## src/rtl/vga_board_display.sv

```systemverilog
// rtl/vga_board_display.sv - VGA raster timing plus pipelined GRID_N x GRID_N board renderer
// Stage 0 counters, stage 1 decode, stage 2 colour/sync registers; board inputs shadowed once per frame.
module vga_board_display #(
  parameter int H_ACTIVE     = 640,
  parameter int H_FP         = 16,
  parameter int H_SYNC       = 96,
  parameter int H_BP         = 48,
  parameter int V_ACTIVE     = 480,
  parameter int V_FP         = 10,
  parameter int V_SYNC       = 2,
  parameter int V_BP         = 33,
  parameter int GRID_N       = 5,
  parameter int CELL_PX      = 64,
  parameter int ORIGIN_X     = 160,
  parameter int ORIGIN_Y     = 80,
  parameter int BLINK_FRAMES = 30
) (
  input  logic                         clk,
  input  logic                         rst,
  input  logic [2*GRID_N*GRID_N-1:0]   cells,
  input  logic [3:0]                   cursor_x,
  input  logic [3:0]                   cursor_y,
  input  logic                         cursor_en,
  input  logic                         overlay_lose,
  output logic                         hsync,
  output logic                         vsync,
  output logic                         sync_b,
  output logic                         blank_b,
  output logic [7:0]                   r,
  output logic [7:0]                   g,
  output logic [7:0]                   b,
  output logic                         frame_start
);

  localparam int H_TOTAL = H_ACTIVE + H_FP + H_SYNC + H_BP;
  localparam int V_TOTAL = V_ACTIVE + V_FP + V_SYNC + V_BP;
  localparam int HW      = $clog2(H_TOTAL);
  localparam int VW      = $clog2(V_TOTAL);
  localparam int SW      = $clog2(CELL_PX);
  localparam int CW      = 5;
  localparam int NCELL   = GRID_N * GRID_N;
  localparam int BW      = $clog2(BLINK_FRAMES + 1);

  localparam logic [HW-1:0] H_LAST   = HW'(H_TOTAL - 1);
  localparam logic [HW-1:0] H_ACT    = HW'(H_ACTIVE);
  localparam logic [HW-1:0] HS_FIRST = HW'(H_ACTIVE + H_FP);
  localparam logic [HW-1:0] HS_LAST  = HW'(H_ACTIVE + H_FP + H_SYNC - 1);
  localparam logic [HW-1:0] X_BEG    = HW'(ORIGIN_X);
  localparam logic [HW-1:0] X_LAST   = HW'(ORIGIN_X + GRID_N * CELL_PX - 1);
  localparam logic [VW-1:0] V_LAST   = VW'(V_TOTAL - 1);
  localparam logic [VW-1:0] V_ACT    = VW'(V_ACTIVE);
  localparam logic [VW-1:0] VS_FIRST = VW'(V_ACTIVE + V_FP);
  localparam logic [VW-1:0] VS_LAST  = VW'(V_ACTIVE + V_FP + V_SYNC - 1);
  localparam logic [VW-1:0] Y_BEG    = VW'(ORIGIN_Y);
  localparam logic [VW-1:0] Y_LAST   = VW'(ORIGIN_Y + GRID_N * CELL_PX - 1);
  localparam logic [SW-1:0] SUB_LAST = SW'(CELL_PX - 1);
  localparam logic [SW-1:0] SUB_HI   = SW'(CELL_PX - 2);
  localparam logic [CW-1:0] GRID_C   = CW'(GRID_N);
  localparam logic [BW-1:0] BLINK_LAST = BW'(BLINK_FRAMES - 1);

  // Stage 0: raster counters with incremental cell column/row tracking
  logic [HW-1:0] r_hcnt;
  logic [VW-1:0] r_vcnt;
  logic [SW-1:0] r_hsub, r_vsub;
  logic [CW-1:0] r_hcol, r_vrow;
  logic          w_h_last, w_v_last;
  logic [HW-1:0] w_hcnt_nxt;
  logic [VW-1:0] w_vcnt_nxt;

  assign w_h_last   = (r_hcnt == H_LAST);
  assign w_v_last   = (r_vcnt == V_LAST);
  assign w_hcnt_nxt = w_h_last ? '0 : r_hcnt + HW'(1);
  assign w_vcnt_nxt = w_v_last ? '0 : r_vcnt + VW'(1);

  always_ff @(posedge clk or posedge rst) begin
    if (rst) begin
      r_hcnt <= '0;
      r_vcnt <= '0;
      r_hsub <= '0;
      r_hcol <= '0;
      r_vsub <= '0;
      r_vrow <= '0;
    end else begin
      r_hcnt <= w_hcnt_nxt;
      if (w_hcnt_nxt == X_BEG) begin
        r_hsub <= '0;
        r_hcol <= '0;
      end else if (r_hsub == SUB_LAST) begin
        r_hsub <= '0;
        r_hcol <= r_hcol + CW'(1);
      end else begin
        r_hsub <= r_hsub + SW'(1);
      end
      if (w_h_last) begin
        r_vcnt <= w_vcnt_nxt;
        if (w_vcnt_nxt == Y_BEG) begin
          r_vsub <= '0;
          r_vrow <= '0;
        end else if (r_vsub == SUB_LAST) begin
          r_vsub <= '0;
          r_vrow <= r_vrow + CW'(1);
        end else begin
          r_vsub <= r_vsub + SW'(1);
        end
      end
    end
  end

  // Shadow capture at the start of vertical blank keeps a frame tear-free
  logic [2*NCELL-1:0] r_sh_cells;
  logic [3:0]         r_sh_cx, r_sh_cy;
  logic               r_sh_cen, r_sh_lose;
  logic [BW-1:0]      r_blink_cnt;
  logic               r_blink_on;
  logic               w_capture;

  assign w_capture = (r_hcnt == '0) && (r_vcnt == V_ACT);

  always_ff @(posedge clk or posedge rst) begin
    if (rst) begin
      r_sh_cells  <= '0;
      r_sh_cx     <= '0;
      r_sh_cy     <= '0;
      r_sh_cen    <= 1'b0;
      r_sh_lose   <= 1'b0;
      r_blink_cnt <= '0;
      r_blink_on  <= 1'b1;
    end else if (w_capture) begin
      r_sh_cells <= cells;
      r_sh_cx    <= cursor_x;
      r_sh_cy    <= cursor_y;
      r_sh_cen   <= cursor_en;
      r_sh_lose  <= overlay_lose;
      if (r_blink_cnt == BLINK_LAST) begin
        r_blink_cnt <= '0;
        r_blink_on  <= ~r_blink_on;
      end else begin
        r_blink_cnt <= r_blink_cnt + BW'(1);
      end
    end
  end

  // Stage 1: cell decode, cursor hit and sync/blank
  logic       w_in_board, w_cur_vis, w_cur_cell, w_border;
  logic [8:0] w_idx;
  logic [1:0] w_state;

  assign w_in_board = (r_hcnt >= X_BEG) && (r_hcnt <= X_LAST) &&
                      (r_vcnt >= Y_BEG) && (r_vcnt <= Y_LAST);
  assign w_idx      = w_in_board ? (9'(r_vrow) * 9'(GRID_N) + 9'(r_hcol)) : 9'd0;
  assign w_cur_vis  = r_sh_cen && r_blink_on &&
                      ({1'b0, r_sh_cx} < GRID_C) && ({1'b0, r_sh_cy} < GRID_C);
  assign w_cur_cell = ({1'b0, r_sh_cx} == r_hcol) && ({1'b0, r_sh_cy} == r_vrow);
  assign w_border   = (r_hsub < SW'(2)) || (r_hsub >= SUB_HI) ||
                      (r_vsub < SW'(2)) || (r_vsub >= SUB_HI);

  always_comb begin
    w_state = 2'b00;
    for (int k = 0; k < NCELL; k++) begin
      if (w_idx == 9'(k)) w_state = r_sh_cells[2*k +: 2];
    end
  end

  logic       r1_hsync, r1_vsync, r1_active, r1_fs;
  logic       r1_in_board, r1_cur_hit, r1_grid;
  logic [1:0] r1_state;

  always_ff @(posedge clk or posedge rst) begin
    if (rst) begin
      r1_hsync    <= 1'b1;
      r1_vsync    <= 1'b1;
      r1_active   <= 1'b0;
      r1_fs       <= 1'b0;
      r1_in_board <= 1'b0;
      r1_cur_hit  <= 1'b0;
      r1_grid     <= 1'b0;
      r1_state    <= 2'b00;
    end else begin
      r1_hsync    <= ~((r_hcnt >= HS_FIRST) && (r_hcnt <= HS_LAST));
      r1_vsync    <= ~((r_vcnt >= VS_FIRST) && (r_vcnt <= VS_LAST));
      r1_active   <= (r_hcnt < H_ACT) && (r_vcnt < V_ACT);
      r1_fs       <= (r_hcnt == '0) && (r_vcnt == '0);
      r1_in_board <= w_in_board;
      r1_cur_hit  <= w_in_board && w_cur_vis && w_cur_cell && w_border;
      r1_grid     <= (r_hsub == '0) || (r_vsub == '0);
      r1_state    <= w_state;
    end
  end

  // Stage 2: colour priority and output registers
  logic [23:0] w_rgb;

  always_comb begin
    w_rgb = 24'h000000;
    if (!r1_active) begin
      w_rgb = 24'h000000;
    end else if (!r1_in_board) begin
      w_rgb = r_sh_lose ? 24'hFF0000 : 24'h202020;
    end else if (r1_cur_hit) begin
      w_rgb = 24'hFFFF00;
    end else if (r1_grid) begin
      w_rgb = 24'h000000;
    end else begin
      case (r1_state)
        2'b00:   w_rgb = 24'h0000FF;
        2'b01:   w_rgb = 24'h808080;
        2'b10:   w_rgb = 24'hFF0000;
        default: w_rgb = 24'hFFFFFF;
      endcase
    end
  end

  logic        r2_hsync, r2_vsync, r2_sync_b, r2_blank_b, r2_fs;
  logic [23:0] r2_rgb;

  always_ff @(posedge clk or posedge rst) begin
    if (rst) begin
      r2_hsync   <= 1'b1;
      r2_vsync   <= 1'b1;
      r2_sync_b  <= 1'b1;
      r2_blank_b <= 1'b0;
      r2_fs      <= 1'b0;
      r2_rgb     <= '0;
    end else begin
      r2_hsync   <= r1_hsync;
      r2_vsync   <= r1_vsync;
      r2_sync_b  <= r1_hsync & r1_vsync;
      r2_blank_b <= r1_active;
      r2_fs      <= r1_fs;
      r2_rgb     <= w_rgb;
    end
  end

  assign hsync       = r2_hsync;
  assign vsync       = r2_vsync;
  assign sync_b      = r2_sync_b;
  assign blank_b     = r2_blank_b;
  assign frame_start = r2_fs;
  assign r           = r2_rgb[23:16];
  assign g           = r2_rgb[15:8];
  assign b           = r2_rgb[7:0];

endmodule

```

## config.mk

```make
export PLATFORM = sky130hd
export DESIGN_NAME = vga_board_display
export DESIGN_NICKNAME = d
export VERILOG_FILES = /design/src/rtl/vga_board_display.sv
export SDC_FILE = /design/constraint.sdc
export NUM_CORES = 1
export LEC_CHECK = 0
export ABC_AREA = 1
export BUFFER_PORTS_ARGS = -buffer_cell sky130_fd_sc_hd__buf_2
export CORE_MARGIN = 3
export CORE_UTILIZATION = 60
export DETAILED_ROUTE_END_ITERATION = 6
export GPL_ROUTABILITY_DRIVEN = 0
export HOLD_SLACK_MARGIN = 0.06
export PLACE_DENSITY = 0.82
export RECOVER_POWER = 25
export SKIP_CTS_REPAIR_TIMING = 1
export SLEW_MARGIN = 20
export SYNTH_ARGS = -nofsm -noshare
export SYNTH_HDL_FRONTEND = slang
export SYNTH_SLANG_ARGS = --single-unit
```

## constraint.sdc

```tcl
create_clock -name clk -period 6.7 [get_ports clk]
set_input_delay 1.34 -clock clk [delete_from_list [all_inputs] [get_ports clk]]
set_output_delay 1.34 -clock clk [all_outputs]
set_load 0.05 [all_outputs]
```

======== Word level (Yosys, flattened, before mapping) ========
Cells that the tools add are included.
storage, ports and cells
  input bits .............................. 62
  memories ................................ 0
  bits in writable memories ............... 0
  ROM bits ................................ 0
  latch bits .............................. 0
  register bits after elaboration ......... 146
cells by class
  equal/unequal tests ..................... 36
  bitwise gates (word level) .............. 4
  shift-type cells ........................ 0
  multiply operators ...................... 1
  magnitude comparators ................... 16
  reduce and logical (&&, ||, !) cells .... 29
  add/subtract/negate cells ............... 8
  div/mod/pow operators ................... 0
  multiplexer cells ....................... 43
operator list
  operator               number
  $mux 24                5
  $eq 9x5->1 const B     9
  $eq 9x4->1 const B     8
  $pmux 24 s3            1
  $mux 2                 25
  $eq 9x3->1 const B     4
  $le 10x9->1 const B    3
  $mux 5                 5
  $mux 6                 4
  $add 10x1->10 const B  2
  $eq 10x10->1 const B   2
  $logic_not 10->1       2
  $mux 10                2
  $eq 9x2->1 const B     2
  $add 5x1->5 const B    3
  $logic_and 1x1->1      15
  $add 6x1->6 const B    2
  $eq 6x6->1 const B     2
  $ge 6x6->1 const B     2
  $logic_not 6->1        2
  $lt 6x2->1 const B     2
  $eq 10x7->1 const B    1
  $eq 10x8->1 const B    1
  $eq 10x9->1 const B    1
  23 further kinds       32

======== Longest topological paths before layout ========
  depth in word-level cells ............... 31
  depth in mapped cells ................... 27
  gate-level depth less buffers ........... 27

======== Least setup slack after synthesis ========
OpenSTA, ideal clock, no wires.
  path type ............................... register -> register
  start ................................... register r_vrow[1]
  end ..................................... register r1_state[0]
  path slack .............................. 3.346 ns
  arrival ................................. 3.224 ns
  path buffers ............................ 0
  cell stages (with the launch flop) ...... 26
  cells stage by stage .................... dfrtp_1 -> ha_1 -> inv_1 -> fa_1 -> inv_1 -> ha_1 -> nand2_1 -> nand2_1 -> nor2_1 -> nand2_1 -> nand2_1 -> inv_2 -> o21ai_4 -> nand2_8 -> inv_4 -> nand2_4 -> nor2_2 -> nand2_1 -> nand2_1 -> nand3_1 -> nand2_1 -> nand4_1 -> nand2_1 -> nand4_1 -> nor2_1 -> nand4_1
on the way
  cells in the longest elaborated chain, start to end .. 29
  elaborated cells between the ends (all ways) .. 53
  classes of those cells .................. 1 x add/sub; 1 x mul; 24 x eq/ne; 26 x mux; 1 x reduce/logical
RTL lines
  item                    line  source
  from (decl)             65    logic [CW-1:0] r_hcol, r_vrow;
  from (signal assigned)  101   r_vrow <= r_vrow + CW'(1);
  $mul 5x3->8 (*)         150   assign w_idx = w_in_board ? (9'(r_vrow) * 9'(GRID_N) + 9'(r_hcol)) : 9'd0;
  $add 8x5->9 (*)         150
  $mux 9 (*)              150
  $logic_not 9->1         160   if (w_idx == 9'(k)) w_state = r_sh_cells[2*k +: 2];
  $mux 2 (24 in a row)    160
  $mux 2 (*)              160
  via w_state[0]          146   logic [1:0] w_state;
  to (signal assigned)    186   r1_state <= w_state;
  to (decl)               166   logic [1:0] r1_state;
Mark *: on every way through the listed nets, which the timed path passes. The rest lies on a longest branch.
A chain may end at the register's enable or synchronous reset.

======== Worst setup path after layout ========
  start ................................... register r_vrow[1]
  end ..................................... register r1_state[1]
Same word-level chain as after synthesis.

==> flow_summary.ini <==
[layout]
drive_gt1_frac = 0.174
num_antenna_cells = 0
area_growth_syn_to_layout_pct = 13.9
design_area_sq_mm = 0.00839
final_nets = 1106
final_util = 0.716
fillers = 907

[drt]
dr.pass1.iters = 5
ant_nets = 0
routed-via-count = 6288
vias_per_cell = 5.39
wirelength_um = 15900
wl_per_cell_um = 13.6
dr.first_iter.drc_count = 546
drc = 0

[global_route]
grt_pass1_wl_um = 26700
grt_max_degree = 83
globalRouteOverflowTotal = 0
track_usage = 0.251
antenna_found_initial = 0
grt_pass1_vias = 5765

[sta]
post-route-period-util = 0.551
setup_viol = 0
period_needed_ns = 3.69
skew_ns = 0.0109
setup_tns_ns = 0
tightest_slew_ns = 2.27
max_slew_margin = -0.524
max_freq_mhz = 271
hold_violations = 0
rsz0062_at_grt = false
slew_violations = 57

[power]
powerDensity_mw_per_mm2 = 208
ir_drop_mv = 0.201
power.leakage_nw = 4.20

[worst_setup_path]
critPathMaxFanout = 9
r2r.worst_path.cells = 23
worstSetupPathType = reg2reg
cp-end-kind = register
worstPathRequired_ns = 7.00
crit_path_start_kind = register
critPathArrivalTime_ns = 3.99

[die]
die_y_um = 117
coreArea_sq_mm = 0.0117
pin_count = 91
die_w_um = 117
start_util = 0.629
rows = 39
die_area_sq_mm = 0.0136

[outcome]
violations = max-capacitance violations, max-slew violations
status = complete, but fails checks

[placed_design]
port_buffers = 90
postPlaceCellArea_sq_mm = 0.00782
hpwlAfterDp_um = 11600

[synthesis]
synthTopCellsByArea = dfrtp_1 42%, nand2_1 13%, inv_1 6.2%, ha_1 5.1%, nor2_1 4.5%
ys_types = 54
yosys.cell_count.top_type = nand2_1
ys_seq_elements = 131
syn_nets = 1027
yosysTopAreaCell = dfrtp_1
ys.warnings.count = 0
seq_area_frac_synth = 0.446
synth-main-ff-cell = dfrtp_1
ys_async_sr_fraction = 1.00
synthCells = 932
synth_edf_count = 0
syn_area_sq_mm = 0.00736
synthTopCellsByCount = 263 x nand2_1, 125 x dfrtp_1, 121 x inv_1
synth_top_area_share = 0.425
synth_area_per_cell_sq_um = 7.90

[clock_network]
clkLatencyLatePin_ns = 0.42
cts_made_buffers = 17
cts.sinks = 131
clk_path_buf_depth = 2
cts.clk_slew.worst_paths_ns = 0.05
cts_root_buffer = clkbuf_16
htreeDepth = 4
cts_tree = done

[hold_path]
hold_path_depth = 0
hp-class = reg2reg

[run]
maxCapViolations = 1
final timing paths:
path / slack [ns] / to / startpoint
setup reg to reg: 3.01 / r1_state[1] / r_vrow[1]
hold reg to reg: 0.35 / frame_start / r1_fs
max in group asynchronous: 3.41 / r_sh_cells[7] / rst
hold / removal: 0.35 / frame_start / r1_fs
setup / recovery: 3.01 / r1_state[1] / r_vrow[1]
min in group asynchronous: 1.53 / r2_rgb[23] / rst
state kept, by name, indices dropped and copies added (netlist names), 6 cells and up:
register and cells:
r2_rgb 9, r_hcnt 10, r_hsub 6, r_sh_cells 50
r_vcnt 10, r_vsub 6
per-layer routing:
metal,track usage,wire length [um]
met2,0.378,7250
met1,0.352,7190
met5,0,0
met4,0.0933,313
met3,0.0643,1130
cell families (layout without fill, tap and decap cells):
family                     after synthesis  count (layout)  synth area share
DFF                                    131             131             0.446
xor gates and xnor gates                14              14            0.0167
buffers and inverters                  172             263            0.0969
adders and majority gates               33              33            0.0591
AOI/OAI and AO/OA                       87              87            0.0688
and+or+nand+nor                        495             495             0.312
power by group:
group | internal (mW) | total [mW] | switching, mW
sequential | 0.792 | 0.792 | 0
combinational | 0.0126 | 0.0316 | 0.0189
clock | 0.589 | 0.918 | 0.328
placed cells by master (no fill, tap or decap), types with 3 or more instances in the layout:
| master | Yosys | layout |
|---|---|---|
| a21oi_1 | 13 | 13 |
| a221oi_1 | 3 | 3 |
| a31oi_1 | 3 | 3 |
| buf_2 | 1 | 90 |
| bufinv_16 | 0 | 3 |
| clkbuf_1 | 15 | 3 |
| clkbuf_16 | 0 | 17 |
| clkinv_2 | 0 | 5 |
| dfrtp_1 | 125 | 125 |
| dfstp_2 | 6 | 4 |
| fa_1 | 3 | 3 |
| ha_1 | 30 | 30 |
| inv_1 | 121 | 120 |
| inv_2 | 18 | 17 |
| nand2_1 | 263 | 263 |
| nand2_2 | 7 | 7 |
| nand2_4 | 3 | 3 |
| nand3_1 | 41 | 41 |
| nand4_1 | 29 | 29 |
| nor2_1 | 88 | 91 |
| nor2_2 | 8 | 6 |
| nor3_1 | 20 | 20 |
| nor3_2 | 3 | 3 |
| nor3b_1 | 4 | 4 |
| nor4_1 | 11 | 11 |
| o21ai_0 | 47 | 47 |
| o21ai_1 | 4 | 4 |
| o22ai_1 | 4 | 4 |
| xor2_1 | 12 | 12 |
critical path, stage by stage, from the launching register on:
cell and delay [ns]:
dfrtp_1 0.44, ha_1 0.31, inv_1 0.05, fa_1 0.49, inv_1 0.05, ha_1 0.35, nand3_1 0.10, nand3_1 0.11
xor2_1 0.32, o21ai_4 0.15, nand2_8 0.18, inv_4 0.06, nand2_4 0.07, nor2_2 0.05, a21oi_1 0.14, nand4_1 0.12
nand2_1 0.07, nand4_1 0.08, nand2_1 0.08, nand4_1 0.08, nand2_1 0.06, nand4_1 0.06, nand2_1 0.06, nand4_1 0.08
cell type report:
class                   count  area, sq um  share of cell area
flip-flops and latches    131         3290               0.392
multi-input cells         629         3340               0.398
clock inverters            10          134              0.0160
clock buffers              21          450              0.0537
repair buffers             92          465              0.0555
well taps                 143          179              0.0213
inverters                 140          531              0.0633
through the flow:
step	power, mW	hold slack [ns]	std cells	setup WS (ns)
6_report	1.74	0.348	1166	3.01
5_1_grt	1.80	0.355	1166	2.70
4_1_cts	1.75	0.350	1166	3.04
3_5_place_dp	0.839	0.338	1135	3.04
3_3_place_gp	0.839	0.337	1135	3.18
2_1_floorplan	0.817	0.331	932	1.87
(Power assumes the default switching activity.)
